<file path="config.mk">
export PLATFORM = sky130hd
export DESIGN_NAME = fft_sdf_ctrl
export DESIGN_NICKNAME = d
export VERILOG_FILES = /design/src/rtl/fft_sdf_ctrl.sv
export SDC_FILE = /design/constraint.sdc
export NUM_CORES = 1
export LEC_CHECK = 0
export CAP_MARGIN = 20
export CORE_MARGIN = 8
export CORE_UTILIZATION = 45
export CTS_CLUSTER_SIZE = 16
export DETAILED_ROUTE_END_ITERATION = 16
export GPL_TIMING_DRIVEN = 1
export PLACE_DENSITY = 0.91
export SETUP_SLACK_MARGIN = 0.3
export SYNTH_ARGS = -nofsm -noshare
export SYNTH_HDL_FRONTEND = slang
export SYNTH_SLANG_ARGS = --single-unit
</file>
<file path="constraint.sdc">
create_clock -name clk -period 5.8 [get_ports clk]
set_clock_uncertainty 0.2 [all_clocks]
set_input_delay 0.87 -clock clk [delete_from_list [all_inputs] [get_ports clk]]
set_output_delay 0.87 -clock clk [all_outputs]
set_load 0.02 [all_outputs]
</file>
<file path="src/rtl/fft_sdf_ctrl.sv">
// Control sequencer for a radix-2 single-path delay-feedback FFT pipeline.
// Drives per-stage delay enables, butterfly selects, twiddle addresses and output framing.
module fft_sdf_ctrl #(
    parameter int LAYERS = 10,
    parameter int BF_LAT = 1
) (
    input  logic                         clk,
    input  logic                         rst,
    input  logic                         in_valid,
    output logic                         in_ready,
    output logic                         flush,
    output logic [LAYERS-1:0]            stage_wea,
    output logic [LAYERS-1:0]            bf_sel,
    output logic [LAYERS*(LAYERS-1)-1:0] tw_addr,
    output logic                         out_valid,
    output logic                         out_first,
    output logic                         out_last,
    output logic                         done,
    output logic                         err_gap
);
    localparam int N         = 1 << LAYERS;
    localparam int TOTAL_LAT = N - 1 + LAYERS * BF_LAT;
    localparam int GW        = $clog2(TOTAL_LAT + 1);
    localparam int TW        = LAYERS - 1;

    typedef enum logic [1:0] {IDLE, RUN, FLUSH, DONE} state_e;

    state_e            state_q, state_d;
    logic [LAYERS-1:0] cyc_q, cyc_d;
    logic [GW-1:0]     gcnt_q, gcnt_d;
    logic [2:0]        pend_q, pend_d;
    logic              err_q, err_d;
    logic              active, inc;
    logic [LAYERS-1:0] oidx;

    always_ff @(posedge clk or negedge rst) begin
        if (!rst) begin
            state_q <= IDLE;
            cyc_q   <= '0;
            gcnt_q  <= '0;
            pend_q  <= '0;
            err_q   <= 1'b0;
        end else begin
            state_q <= state_d;
            cyc_q   <= cyc_d;
            gcnt_q  <= gcnt_d;
            pend_q  <= pend_d;
            err_q   <= err_d;
        end
    end

    // All outputs decode registered state, so they describe the sample taken last cycle.
    assign active    = (state_q == RUN) || (state_q == FLUSH);
    assign in_ready  = (state_q == IDLE) || (state_q == RUN);
    assign flush     = (state_q == FLUSH);
    assign done      = (state_q == DONE);
    assign err_gap   = err_q;
    assign oidx      = cyc_q - LAYERS'(TOTAL_LAT % N);
    assign out_valid = (gcnt_q >= GW'(TOTAL_LAT)) && (pend_q != 3'd0);
    assign out_first = out_valid && (oidx == '0);
    assign out_last  = out_valid && (oidx == '1);
    assign inc       = (state_q == RUN) && (cyc_q == '1);

    for (genvar gl = 0; gl < LAYERS; gl++) begin : g_layer
        localparam int                OFF   = (N - (1 << (gl + 1))) + (LAYERS - 1 - gl) * BF_LAT;
        localparam logic [LAYERS-1:0] OFF_M = LAYERS'(OFF % N);
        // Only the low gl+1 bits of the local index feed bf_sel and the twiddle address.
        logic [gl:0] lcnt;
        assign lcnt          = cyc_q[gl:0] - OFF_M[gl:0];
        assign stage_wea[gl] = active && (gcnt_q >= GW'(OFF));
        assign bf_sel[gl]    = stage_wea[gl] && lcnt[gl];
        if (gl == 0) begin : g_l1
            assign tw_addr[TW-1:0] = '0;
        end else begin : g_ln
            assign tw_addr[gl*TW +: TW] = stage_wea[gl] ? (TW'(lcnt[gl-1:0]) << (TW - gl)) : '0;
        end
    end

    always_comb begin
        state_d = state_q;
        cyc_d   = cyc_q;
        gcnt_d  = gcnt_q;
        pend_d  = pend_q;
        err_d   = 1'b0;
        if (active) begin
            cyc_d  = cyc_q + LAYERS'(1);
            pend_d = pend_q + 3'(inc) - 3'(out_last);
            if (gcnt_q < GW'(TOTAL_LAT)) gcnt_d = gcnt_q + GW'(1);
        end
        case (state_q)
            IDLE: begin
                cyc_d  = '0;
                gcnt_d = '0;
                pend_d = '0;
                if (in_valid) state_d = RUN;
            end
            RUN: begin
                if (!in_valid && cyc_q != '1) begin
                    // Gap inside a frame: drop everything in flight.
                    err_d   = 1'b1;
                    state_d = IDLE;
                    cyc_d   = '0;
                    gcnt_d  = '0;
                    pend_d  = '0;
                end else if (!in_valid) begin
                    state_d = FLUSH;
                end
            end
            FLUSH:   if (out_last && pend_d == 3'd0) state_d = DONE;
            DONE:    state_d = IDLE;
            default: state_d = IDLE;
        endcase
    end
endmodule
</file>
==> flow_summary.ini, run 1 <==
[yosys]
syn_area_sq_um = 3050
ys_seq_elements = 27
synth-main-ff-cell = dfrtp_1
synth_cells = 412
ys_async_sr_fraction_pct = 100
yosys_warnings = 0
synth_seq_area_share_pct = 22.2
yosysUniqueCellTypes = 46
synth.avg_cell_area_sq_um = 7.40
synth-edff-count = 0

[floorplanning]
die_h_microns = 98.3
dieArea_sq_um = 9660
row_count = 30
die_w_microns = 98.3
core-area_sq_um = 6680
start_util_pct = 45.6
num_io_pins = 120

[route]
postRouteWirelength_microns = 8590
top_layer = met4
wl_per_cell_microns = 15.6
met2_length_microns = 4300
drt_iter0_drc = 187
via_per_inst = 5.24
vias = 2877
ant_nets = 0
wl_met3_microns = 671
wl_met1_microns = 3350
first_pass_iters = 4
drc = 0

[finish]
syn2layout_area_growth_pct = 21.0
nets = 497
fin_area_sq_um = 3690
layout-drive-gt1-share_pct = 2.13
final_util_pct = 55.2
antenna_cells = 0
fin_cells = 549
most-common-layout-cells = nor2_1, clkdlybuf4s50_1, conb_1, dfrtp_1, xnor2_1
final_common_cell = nor2_1

[global_routing]
grt_pass1_wl_microns = 13900
antenna_found_initial = 0
grt_overflow_total = 0
gr-usage-all-layers_pct = 17.1
grt_max_degree = 29
grt_pass1_vias = 2847

[sta]
fmax_ghz = 0.214
hold_viol_final = 0
worst_slew_pin_slew_ns = 0.918
setup_viol = 0
setup-tns-final_ns = 0
fin_ws_ns = 1.12
drv_slew = 0
grt_setup_unrepaired = false
period_share_pct = 80.6
period_needed_ns = 4.68
max_slew_margin_pct = 38.8

[critical_path]
critPathArrivalTime_ns = 4.64
worstSetupStartpointType = flop
path_max_fanout = 11
r2r_slack_ns = 1.12
crit_buf_inv = 3
crit_required_ns = 5.76
crit_chain = inv_1 -> ha_1 -> nand2b_1 -> a211o_1 -> a211oi_1 -> nor2_1 -> nor2_1 -> ha_1 -> inv_1 -> ha_1 -> inv_1 -> fa_1 -> xor2_1 -> xnor2_1 -> a41oi_1 -> o31a_1 -> a2111oi_2 -> o22ai_1
cp_slowest_stage_delay_ns = 0.55
criticalPathCategory = reg -> reg
crit_path_top_delay_cell = dfrtp_1
endpoint_kind = flop
crit_family = compound AO/OA/AOI/OAI gates

[clocking]
cts_hold_buffers = 0
cts_root_buf = clkbuf_8
cts_sinks = 27
clock_latency_ns = 0.28
cts_setup_buffers = 0
cts_tree = done
clkTransAtPathRegs_ns = 0.10
post_cts_resize_count = 0
clk_path_buf_depth = 2
cts_buffers = 3
htreeDepth = 1

[placement]
place.gp.congestion = 0.946
dpl_cell_area_sq_um = 3640
place_worst_setup_slack_ns = 1.21
dpl.hpwl_microns = 6820
dp.cells = 545
io_buffers = 74

[power]
leakagePower_nw = 1.78
powerDensity_nw_per_um2 = 193
ir_drop_uv = 147

[outcome]
outcome = completed

[flow_run]
drv_cap = 0

[hold_path]
hold_class = reg -> reg
[power breakdown]
part / leakage [nW] / internal [mW] / switching (mW) / total [mW]
logic: 1.38 / 0.124 / 0.248 / 0.372
clock network: 0.0255 / 0.0482 / 0.0615 / 0.110
registers: 0.373 / 0.202 / 0.0297 / 0.232
total: 1.78 / 0.374 / 0.339 / 0.713
[synth_stat cells, types with 4 or more instances]
library cell | n | area share (%)
nand4_1 | 5 | 1.0
ha_1 | 23 | 9.4
dfrtp_1 | 27 | 22
nand2_1 | 22 | 2.7
o21ai_0 | 9 | 1.5
nand3_1 | 10 | 1.6
xor2_1 | 16 | 4.6
nor3_1 | 10 | 1.6
xnor2_1 | 26 | 7.5
buf_4 | 46 | 11
nor2_1 | 82 | 10
or3_1 | 6 | 1.2
a31oi_1 | 4 | 0.82
inv_1 | 24 | 3.0
clkbuf_1 | 19 | 2.3
and3_1 | 5 | 1.0
nor2b_1 | 5 | 1.0
nand2b_1 | 4 | 0.82
and2_1 | 9 | 1.8
a21oi_1 | 17 | 2.8
[routing by layer]
| metal | vias to the layer above | global-route usage [%] |
|---|---|---|
| met4 | 0 | 7.79 |
| met3 | 24 | 3.49 |
| met5 | - | 0 |
| met2 | 129 | 30.9 |
| met1 | 1343 | 18.8 |
| li1 | 1381 | - |
[registers in the layout, indices dropped and copies added, names as in the netlist, named ones only]
signal   flops
state_q      1
gcnt_q      11
cyc_q       10
pend_q       3
err_gap      1
[metrics by stage]
step	hold slack [ns]	power (mW)
CTS	0.421	0.715
floorplan	0.338	0.542
global route	0.467	0.765
finish	0.427	0.713
global placement	0.373	0.592
detailed placement	0.392	0.602
[layout make-up]
cell class                 instances  area (sq um)
clock buffer                       3          41.3
clock inverter                     1          5.00
fill                             607          2990
inverter                          25          93.8
multi-input combinational        338          2020
sequential                        27           676
tap                               80           100
timing repair buffer              75           748
[final timing paths]
kind,to,start,cells past startpoint
max in group asynchronous,pend_q[1],rst,2
setup / recovery,flop,cyc_q[2],18
setup reg to reg,flop,cyc_q[2],18
hold reg to reg,pend_q[0],pend_q[0],2
hold / removal,pend_q[0],pend_q[0],2
min in group asynchronous,gcnt_q[3],rst,2
[tightest hold or removal path, stage by stage (launching register included)]
cell	delay (ns)
dfrtp_1	0.42
mux2i_1	0.09
nor2_1	0.09
[logic make-up (layout without fill, tap and decap cells)]
kind of cell | after synthesis | count (layout) | share of synthesized area [%]
other cells | 1 | 45 | 0.123
fa+ha+maj | 24 | 24 | 10.1
mux | 3 | 3 | 0.985
buf+inv | 91 | 104 | 16.9
compound gates | 55 | 55 | 11.9
flops | 27 | 27 | 22.2
simple gates | 169 | 169 | 25.8
xor+xnor | 42 | 42 | 12.1
Note: power is estimated with default switching activity, not from simulation.
==> inputs of run 2 (changes only) <==
- CORE_UTILIZATION: 45 -> 41
- PLACE_DENSITY: 0.91 -> 0.88
- clock period: 5.8 -> 3.9 ns (I/O delays scaled with it)
==> run 2 against run 1 <==
Net effect: the flow now finishes with violations (setup timing); register-to-register slack lost 1.4 ns; hold slack lost 0.0083 ns; largest power group unchanged; largest cell class unchanged; via count grew 2.5%; global-route usage shrank 0.90 points.
==> flow_summary.ini, run 2 (same netlist as run 1, synthesis figures left out) <==
[route]
drt_iter0_drc = 124
vias = 2950
postRouteWirelength_microns = 8800
first_pass_iters = 4
wl_per_cell_microns = 14.7
via_per_inst = 4.92
drc = 0
ant_nets = 0

[clocking]
cts_hold_buffers = 0
clk_path_buf_depth = 2
cts_buffers = 3
clock_latency_ns = 0.27
htreeDepth = 1
cts_root_buf = clkbuf_8
clkTransAtPathRegs_ns = 0.09
cts_tree = done
cts_sinks = 27

[critical_path]
worstSetupStartpointType = flop
timing.rr.start = cyc_q[7]
path_max_fanout = 3
criticalPathCategory = reg -> reg
r2r_slack_ns = -0.28
crit_required_ns = 3.86
cpMostUsedCell = ha_1
endpoint_kind = flop
crit_buf_inv = 2
crit_path_start = cyc_q[7]
cp_slowest_stage_delay_ns = 0.54
crit_path_top_delay_cell = or4_4
critPathArrivalTime_ns = 4.14
r2r_cells = 16
crit_chain = or4_4 -> or3_4 -> a211oi_2 -> o211ai_1 -> nor2_2 -> ha_1 -> inv_1 -> ha_1 -> inv_2 -> fa_2 -> xor2_2 -> xnor2_1 -> a41oi_1 -> o31a_1 -> a2111oi_2 -> o22ai_1
crit_family = compound AO/OA/AOI/OAI gates

[placement]
place.gp.congestion = 0.976
dpl.hpwl_microns = 7180
io_buffers = 74
place_worst_setup_slack_ns = -0.211

[floorplanning]
start_util_pct = 42.2
row_count = 31
die_w_microns = 102
num_io_pins = 120
die_h_microns = 102
dieArea_sq_um = 10400
core-area_sq_um = 7210

[sta]
period_needed_ns = 4.18
max_slew_margin_pct = 40.8
fin_ws_ns = -0.281
fmax_ghz = 0.239
grt_setup_unrepaired = true
worst_slew_pin_slew_ns = 0.888
hold_viol_final = 0
setup_viol = 2
drv_slew = 0
period_share_pct = 107

[hold_path]
hold_depth = 2
hold_end = pend_q[0]
worstHoldStart = pend_q[0]
hold_class = reg -> reg

[power]
power_frac_comb_pct = 57.5
seqPwrFrac_pct = 28.2
swShare_pct = 46.3
powerDensity_nw_per_um2 = 285
internal_power_mw = 0.613
p_clk_share_pct = 14.3
leakagePower_nw = 1.99
ir_drop_uv = 170
p_sw_mw = 0.528

[global_routing]
antenna_found_initial = 0
grtUsageMet2_pct = 29.7
gr-usage-all-layers_pct = 16.2
grt_pass1_wl_microns = 13800
gr-usage-met3_pct = 3.07
grt_pass1_vias = 2827
grt_max_degree = 28
grt_overflow_total = 0
met1_usage_pct = 19.4
top_usage_layer = met2

[finish]
fillers = 661
register_area_sq_um = 677
antenna_cells = 0
most-common-layout-cells = nor2_1, clkdlybuf4s50_1, conb_1, buf_4
syn2layout_area_growth_pct = 31.2
nets = 528
regMostFlops = gcnt_q
multi_input_area_sq_um = 2090
largest_reg_flops = 11
reg.largest.list = gcnt_q x11, cyc_q x10, pend_q x3
final_common_cell = nor2_1
layout-drive-gt1-share_pct = 11.6
final_util_pct = 55.4

[outcome]
outcome = finished, violations left
violations = setup timing

[flow_run]
drv_cap = 0
run 2: per-stage QoR:
stage,instances,TNS [ns],hold WS [ns],power (mW),instance area [sq um]
6_report,599,-0.466,0.418,1.14,4000
5_1_grt,599,-0.842,0.464,1.23,4000
4_1_cts,598,-0.404,0.423,1.14,3970
3_5_place_dp,592,-0.328,0.397,0.976,3920
3_3_place_gp,592,-0.0419,0.377,0.955,3920
2_1_floorplan,456,-0.404,0.0894,0.824,3270
run 2: worst max-delay path by stage:
stage / cells past startpoint / to / slack (ns)
4_1_cts: 16 / flop / -0.24
2_1_floorplan: 16 / flop / -0.25
3_3_place_gp: 16 / flop / -0.04
3_5_place_dp: 16 / flop / -0.21
5_1_grt: 16 / flop / -0.46
6_report: 16 / flop / -0.28
run 2: what timing repair did:
| item | in CTS | in global routing |
|---|---|---|
| resized for setup | 15 | 9 |
| buffers inserted | 2 | 1 |
| setup endpoints to repair | 14 | 27 |
| hold endpoints to repair | 0 | 0 |
| pin swaps | 1 | 4 |
| gates cloned | 0 | 0 |
run 2: routing by layer:
| layer | share of wire (%) | up-vias |
|---|---|---|
| li1 | - | 1435 |
| met1 | 39 | 1403 |
| met2 | 52 | 106 |
| met3 | 8.1 | 6 |
| met4 | 0.80 | 0 |
| met5 | 0 | - |
run 2: power groups by stage:
stage	Clock (mW)	Combinational, mW	Sequential [mW]
final	0.164	0.656	0.322
after global routing	0.177	0.725	0.324
after CTS	0.168	0.651	0.321
after detailed placement	0	0.649	0.327
after global placement	0	0.631	0.324
after floorplan	0	0.490	0.334
run 2: cell type report:
cell class,count,area share (%)
clock buffers,3,1.03
clock inverters,1,0.188
inverters,25,2.41
multi-input cells,338,52.2
flip-flops and latches,27,16.9
well taps,99,3.10
repair buffers,106,24.1
run 2: tightest hold or removal path, delay by kind of cell, from the launching register on:
kind | cells | cell delay, ns
multiplexers | 1 | 0.09
AND/OR/NAND/NOR | 1 | 0.08
flip-flops | 1 | 0.41
==> inputs of run 3 (changes only) <==
- clock period: 3.9 -> 3.3 ns (I/O delays scaled with it)
==> run 3 against run 2 <==
Net effect: the run still ends with setup timing left; power up 37%; combinational power is 52% higher; die area stayed put; wire length grew 33%; non-clock buffer count up 59; hold slack got worse by 0.047 ns; critical path depth is 2 higher; sequential power rose by 18%; core utilization up 9.8 points; global-route usage grew 3.3 points; maximum frequency rose by 1.0%; register-to-register slack lost 0.56 ns.
==> flow_summary.ini, run 3 (same netlist as run 1, synthesis figures left out) <==
[critical_path]
r2r_slack_ns = -0.84
timing.rr.start = cyc_q[1]
worstSetupStartpointType = flop
criticalPathCategory = reg -> reg
r2r_cells = 18
endpoint_kind = flop
crit_path_start = cyc_q[1]
path_max_fanout = 7
critPathArrivalTime_ns = 4.09
crit_required_ns = 3.25

[route]
drt_iter0_drc = 232
vias = 3458
wl_per_cell_microns = 17.8
ant_nets = 0
postRouteWirelength_microns = 11700
first_pass_iters = 5
via_per_inst = 5.26
drc = 0

[clocking]
cts_buffers = 3
clock_latency_ns = 0.28
clkTransAtPathRegs_ns = 0.09
htreeDepth = 1
cts_tree = done
clk_path_buf_depth = 2
cts_sinks = 27
cts_hold_buffers = 0
cts_root_buf = clkbuf_8

[placement]
place.gp.congestion = 0.935
io_buffers = 74
dpl.hpwl_microns = 7620
dp.cells = 631
dpl_cell_area_sq_um = 4210
place_worst_setup_slack_ns = -0.779

[sta]
fin_ws_ns = -0.838
period_share_pct = 125
setup_viol = 12
whs_ns = 0.371
fmax_ghz = 0.242
grt_setup_unrepaired = true
drv_slew = 0
period_needed_ns = 4.14
hold_viol_final = 0

[finish]
most-common-layout-cells = buf_4, nor2_1, conb_1, dfrtp_1, clkdlybuf4s50_1
fin_cells = 658
largest_reg_flops = 11
antenna_cells = 0
layout-drive-gt1-share_pct = 32.0
final_common_cell = buf_4
fin_area_sq_um = 4710
nets = 587
syn2layout_area_growth_pct = 54.4
regMostFlops = gcnt_q
reg.largest.list = gcnt_q x11, cyc_q x10, pend_q x3

[power]
leakagePower_nw = 2.46
ir_drop_uv = 274
powerDensity_nw_per_um2 = 333

[outcome]
violations = setup timing
outcome = finished, violations left

[global_routing]
grt_pass1_wl_microns = 16100
grt_overflow_total = 0
gr-usage-all-layers_pct = 19.5
grt_max_degree = 28
antenna_found_initial = 0
grt_pass1_vias = 3255

[floorplanning]
start_util_pct = 42.2
dieArea_sq_um = 10400
core-area_sq_um = 7210
num_io_pins = 120
die_w_microns = 102
row_count = 31
die_h_microns = 102

[hold_path]
hold_class = in -> async

[flow_run]
drv_cap = 0
## run 3: changes by cell type in the layout (fill, tap and decap cells not counted), sizes merged
cell           previous run  this run
buf                      33       110
clkdlybuf4s15             0         9
dlymetal6s2s              0         1
inv                      24        23
clkbuf                    3        12
clkdlybuf4s50            62        26
## run 3: repair_timing
item                       in CTS  in global routing
resized for setup             157                 83
pin swaps                      14                 10
setup buffers                  13                 10
setup endpoints to repair      74                 71
## run 3: worst min path at each step
stage          startpoint                    endpoint  depth (start not counted)
6_report              rst                   gcnt_q[2]                          2
5_1_grt               rst                   gcnt_q[1]                          2
4_1_cts               rst                   gcnt_q[1]                          2
3_5_place_dp    pend_q[0]                   pend_q[0]                          3
3_3_place_gp         flop                        flop                          2
2_1_floorplan         rst  asynchronous set/reset pin                          0
## run 3: cell type report
type                            count  area (sq um)
Fill cell                         542          2510
Tap cell                           99           124
Inverter                           25           104
Timing Repair Buffer              165          1440
Sequential cell                    27           676
Clock buffer                        4          45.0
Multi-Input combinational cell    338          2310
## run 3: power by group
| group | leakage [nW] | internal (mW) | switching [mW] |
|---|---|---|---|
| clock network | 0.0228 | 0.0867 | 0.105 |
| registers | 0.373 | 0.355 | 0.0247 |
| logic | 2.07 | 0.394 | 0.604 |
## run 3: metrics by stage
step                      TNS [ns]  util (%)  power [mW]
after floorplan              -1.99         -       0.974
final                        -2.96      65.2        1.57
after global routing         -3.76      65.2        1.65
after detailed placement     -2.53      58.3        1.24
after global placement       -1.76      58.3        1.20
after CTS                    -1.87      61.7        1.47
## run 3: critical path, stage by stage (launching register included)
cell       delay [ns]
dfrtp_1          0.40
inv_2            0.15
ha_4             0.16
nand2b_1         0.19
a21o_1           0.27
a211oi_1         0.35
o211ai_1         0.18
nor2_2           0.23
ha_4             0.25
inv_2            0.06
ha_4             0.12
inv_2            0.03
fa_2             0.34
xor2_2           0.16
xnor2_1          0.15
a41oi_1          0.11
o31a_1           0.29
a2111oi_2        0.21
o22ai_1          0.13
## run 3: metal layers
metal	up-vias	routed length (microns)	share of wire [%]	global-route usage (%)
met5	-	0	0	0
met4	0	544	4.6	7.45
met3	57	1110	9.5	4.77
met2	214	6080	52	37.0
met1	1632	4000	34	20.0
li1	1555	-	-	-
==> RTL edit 1, RTL diff (settings of run 3) <==
Make the reset (`rst`) synchronous in one clocked block.
--- a/src/rtl/fft_sdf_ctrl.sv
+++ b/src/rtl/fft_sdf_ctrl.sv
@@ -33,7 +33,7 @@
     logic              active, inc;
     logic [LAYERS-1:0] oidx;
 
-    always_ff @(posedge clk or negedge rst) begin
+    always_ff @(posedge clk) begin
         if (!rst) begin
             state_q <= IDLE;
             cyc_q   <= '0;
Check against the original RTL: differs if rst is asserted again (counterexample within 4 cycles, from zero or initial values and one cycle with rst low); with rst held inactive, the same outputs for 10 cycles.
==> RTL edit 1 against run 3 <==
The run still ends with setup timing left. Global-route usage fell by 1.0 points. Synthesized cell count decreased by 0.49%. Routed wire length fell by 14%. Non-clock buffer count decreased by 16. Sequential cell count did not move. Die area fell by 3.0%. Worst setup slack improved by 20 ps. Synthesized area decreased by 3.5%. Cell area shrank 3.4%.
Power is not compared: it rests on default switching activity, and its combinational part moved more than twofold at a synthesized area within 25%.
==> RTL edit 1: results (changes against run 3) <==
.. list-table::
   :header-rows: 1

   * - Metric
     - Value
   * - Sum of met2 wire segment lengths after detailed routing
     - 5.617 mm (-7.6%)
   * - Fraction of synthesis flops using an asynchronous set or reset pin
     - 0% (-100 points)
   * - Arithmetic-cell share of the synthesized area counting full adders, half adders and majority gates
     - 10.46% (+0.37 points)
   * - Routing usage on met1
     - 18.15% (-1.9 points)
   * - Number of instances in the placed design
     - 613 (-2.9%)
   * - Peak per-stage delay on the critical path
     - 480 ps (+80 ps)
   * - Path category of the worst min-delay check
     - reg -> reg
   * - Leading post-synthesis cells by instance count
     - sky130_fd_sc_hd__nor2_1, sky130_fd_sc_hd__buf_4, sky130_fd_sc_hd__nand2_1, sky130_fd_sc_hd__dfxtp_1, sky130_fd_sc_hd__xor2_1
   * - Status
     - finished with violations
   * - Layout net count
     - 564 (-3.9%)
   * - Total Routing Usage GR
     - 18.52% (-1.0 points)
   * - Final HPWL from detailed placement
     - 7.069 mm (-7.2%)
   * - Final setup TNS
     - -1636 ps (+1328 ps)
   * - Fraction of synthesized cell area in xor and xnor cells
     - 13.40% (+1.3 points)
   * - Detailed Route WL
     - 10.12 mm (-14%)
   * - Via count of the first global-routing pass
     - 3118 (-4.2%)
   * - Met2 Usage GRT
     - 36.93% (-0.048 points)
   * - Setup Buffers After CTS
     - 10 (-3)
   * - Mux share of post-synthesis cell area
     - 1.701% (+0.72 points)
   * - Placer congestion estimate
     - 0.9165 (-2.0%)
   * - CP Data Arrival Time
     - 4120 ps (+30 ps)
   * - Sequential area share after synthesis
     - 18.38% (-3.8 points)
   * - Largest net degree at the start of global routing
     - 24 (-14%)
   * - Final setup violating endpoints
     - 3 (-9)
   * - Count of multi-input gates
     - 331 (-2.1%)
   * - Complex-gate fraction of the synthesized area
     - 9.741% (-2.2 points)
   * - Multi-input gate share of the layout cell area
     - 50.99% (+1.8 points)
   * - Cts repair resizes
     - 137 (-13%)
   * - Startpoint of the worst-slack reg-to-reg timing path
     - cyc_q[2]
   * - Worst Reg-to-Reg Cells
     - 17 (-1)
   * - Wire length of the first global-routing pass
     - 15.30 mm (-5.2%)
   * - Violations in the final reports
     - setup timing
   * - Worst Setup Slack, final
     - -817.8 ps (+19.92 ps)
   * - Most area-consuming cells after synthesis
     - sky130_fd_sc_hd__dfxtp_1, sky130_fd_sc_hd__buf_4, sky130_fd_sc_hd__ha_1
   * - Post-DP Area
     - 4019 um^2 (-4.5%)
   * - Critical path's slowest cell
     - sky130_fd_sc_hd__a2111o_1
==> RTL edit 1: cell types whose count changed after synthesis, moves of 6 or more <==
| cell | before | now |
|---|---|---|
| sky130_fd_sc_hd__a21oi_1 | 17 | 10 |
| sky130_fd_sc_hd__dfrtp_1 | 27 | 0 |
| sky130_fd_sc_hd__dfxtp_1 | 0 | 27 |
| sky130_fd_sc_hd__nand2_1 | 22 | 29 |
| sky130_fd_sc_hd__nor2_1 | 82 | 74 |
| sky130_fd_sc_hd__o21ai_0 | 9 | 3 |
| sky130_fd_sc_hd__xor2_1 | 16 | 24 |
==> RTL edit 1: metrics by stage <==
| stage | hold slack, ps | utilization (%) | setup slack [ps] |
|---|---|---|---|
| final | 333.5 | 64.02 | -817.8 |
| after global placement | 285.2 | 56.62 | -700.4 |
| after detailed placement | 327.5 | 56.62 | -860.6 |
| after CTS | 341.3 | 60.92 | -765.1 |
| after floorplan | 271.0 | - | -919.9 |
| after global routing | 384.5 | 64.02 | -965.3 |
==> RTL edit 2, RTL diff (flow settings as in run 3) <==
Without the edit above. Change the parameter `LAYERS` from 10 to 8.
--- a/src/rtl/fft_sdf_ctrl.sv
+++ b/src/rtl/fft_sdf_ctrl.sv
@@ -1,7 +1,7 @@
 // Control sequencer for a radix-2 single-path delay-feedback FFT pipeline.
 // Drives per-stage delay enables, butterfly selects, twiddle addresses and output framing.
 module fft_sdf_ctrl #(
-    parameter int LAYERS = 10,
+    parameter int LAYERS = 8,
     parameter int BF_LAT = 1
 ) (
     input  logic                         clk,
Interface: changed (resized bf_sel, stage_wea and tw_addr); port bits go from 120 to 82. The function was not compared with the original's and may differ.
==> RTL edit 2 against run 3 <==
The flow still finishes with violations (setup timing). Synthesized area is 23% lower. Global-route usage decreased by 2.6 points. Cell area shrank 24%. Routed wire length down 36%. Die area shrank 20%. Worst setup slack better by 410 ps. Sequential cell count shrank 4.
Power is not compared: it rests on default switching activity, and its combinational part moved more than twofold at a synthesized area within 25%.
==> RTL edit 2: results (changes against run 3) <==
.. list-table::
   :header-rows: 1

   * - Metric
     - Value
   * - Detailed Route Iter0 Violations
     - 107 (-54%)
   * - Final setup violating endpoints
     - 2 (-10)
   * - Total Routing Usage GR
     - 16.92% (-2.6 points)
   * - Met3 GRT Util
     - 4.890% (+0.12 points)
   * - Filler Cells Inserted
     - 427 (-21%)
   * - Mean instance size in the synthesized netlist
     - 7.824 um^2 (+5.8%)
   * - Placer congestion estimate
     - 0.9049 (-3.2%)
   * - Status
     - finished with violations
   * - Mux share of post-synthesis cell area
     - 2.612% (+1.6 points)
   * - IO Port Bufs
     - 53 (-28%)
   * - Worst Setup Slack, final
     - -426.2 ps (+411.6 ps)
   * - Most area-consuming cells after synthesis
     - sky130_fd_sc_hd__dfrtp_1, sky130_fd_sc_hd__ha_1, sky130_fd_sc_hd__buf_4
   * - Violations in the final reports
     - setup timing
   * - Met2 Usage GRT
     - 29.59% (-7.4 points)
   * - Non-filler instance count after layout
     - 470 (-29%)
   * - Post-DP Area
     - 3189 um^2 (-24%)
   * - Via count of the first global-routing pass
     - 2457 (-25%)
   * - Unique masters post-synth
     - 50 (+8.7%)
   * - Complex-gate fraction of the synthesized area
     - 9.648% (-2.3 points)
   * - Placement Setup Slack
     - -423.7 ps (+355.7 ps)
   * - Critical path's slowest cell
     - sky130_fd_sc_hd__dfrtp_2
   * - Peak per-stage delay on the critical path
     - 440 ps (+40 ps)
   * - Routing usage on met1
     - 19.64% (-0.38 points)
   * - Pre-Repair DR Iteration Count
     - 4 (-1)
   * - Final HPWL from detailed placement
     - 5.300 mm (-30%)
   * - CP Data Arrival Time
     - 3720 ps (-370 ps)
   * - Finished Cell Area
     - 3573 um^2 (-24%)
   * - Leading post-synthesis cells by instance count
     - sky130_fd_sc_hd__nor2_1, sky130_fd_sc_hd__buf_4, sky130_fd_sc_hd__dfrtp_1, sky130_fd_sc_hd__ha_1, sky130_fd_sc_hd__nand2_1
-- RTL edit 2: cells by family (layout without fill, tap and decap cells) --
family | count (synthesis) | after routing
simple gates | 125 | 125
buf+inv | 61 | 132
compound gates | 34 | 34
xor+xnor | 28 | 28
flops | 23 | 23
fa+ha+maj | 22 | 22
mux | 6 | 6
other cells | 1 | 28
-- RTL edit 2: routing by layer --
metal,vias up,part of all wire (%)
li1,1121,-
met1,1140,40
met2,98,51
met3,12,7.3
met4,0,1.6
met5,-,0
-- RTL edit 2: path summary, 6_finish.rpt --
path | from | slack [ps] | endpoint
setup / recovery | cyc_q[1] | -430 | flip-flop
hold / removal | rst | 380 | async pin
setup reg to reg | cyc_q[1] | -430 | flip-flop
hold reg to reg | pend_q[2] | 400 | pend_q[2]
max in group asynchronous | rst | 2250 | cyc_q[1]
min in group clk | pend_q[2] | 400 | pend_q[2]
-- RTL edit 2: cell type report --
type	instances	area share (%)
multi-input combinational	243	49.58
timing repair buffer	111	28.47
sequential	23	16.18
tap	72	2.521
inverter	17	1.996
clock buffer	4	1.261
-- RTL edit 2: what timing repair did --
action                     4_1_cts  5_1_grt
gates resized for setup        106       25
setup buffers                   10        7
cloned                           0        0
pin swaps                        9        8
setup endpoints to repair       48       23
-- RTL edit 2: power breakdown --
part           switching (mW)  internal (mW)  total (mW)  leakage [nW]
Clock                  0.0933         0.0863       0.180        0.0228
Combinational          0.0356        0.00325      0.0389          1.33
Sequential                  0          0.282       0.282         0.246
Total                   0.129          0.371       0.500          1.60
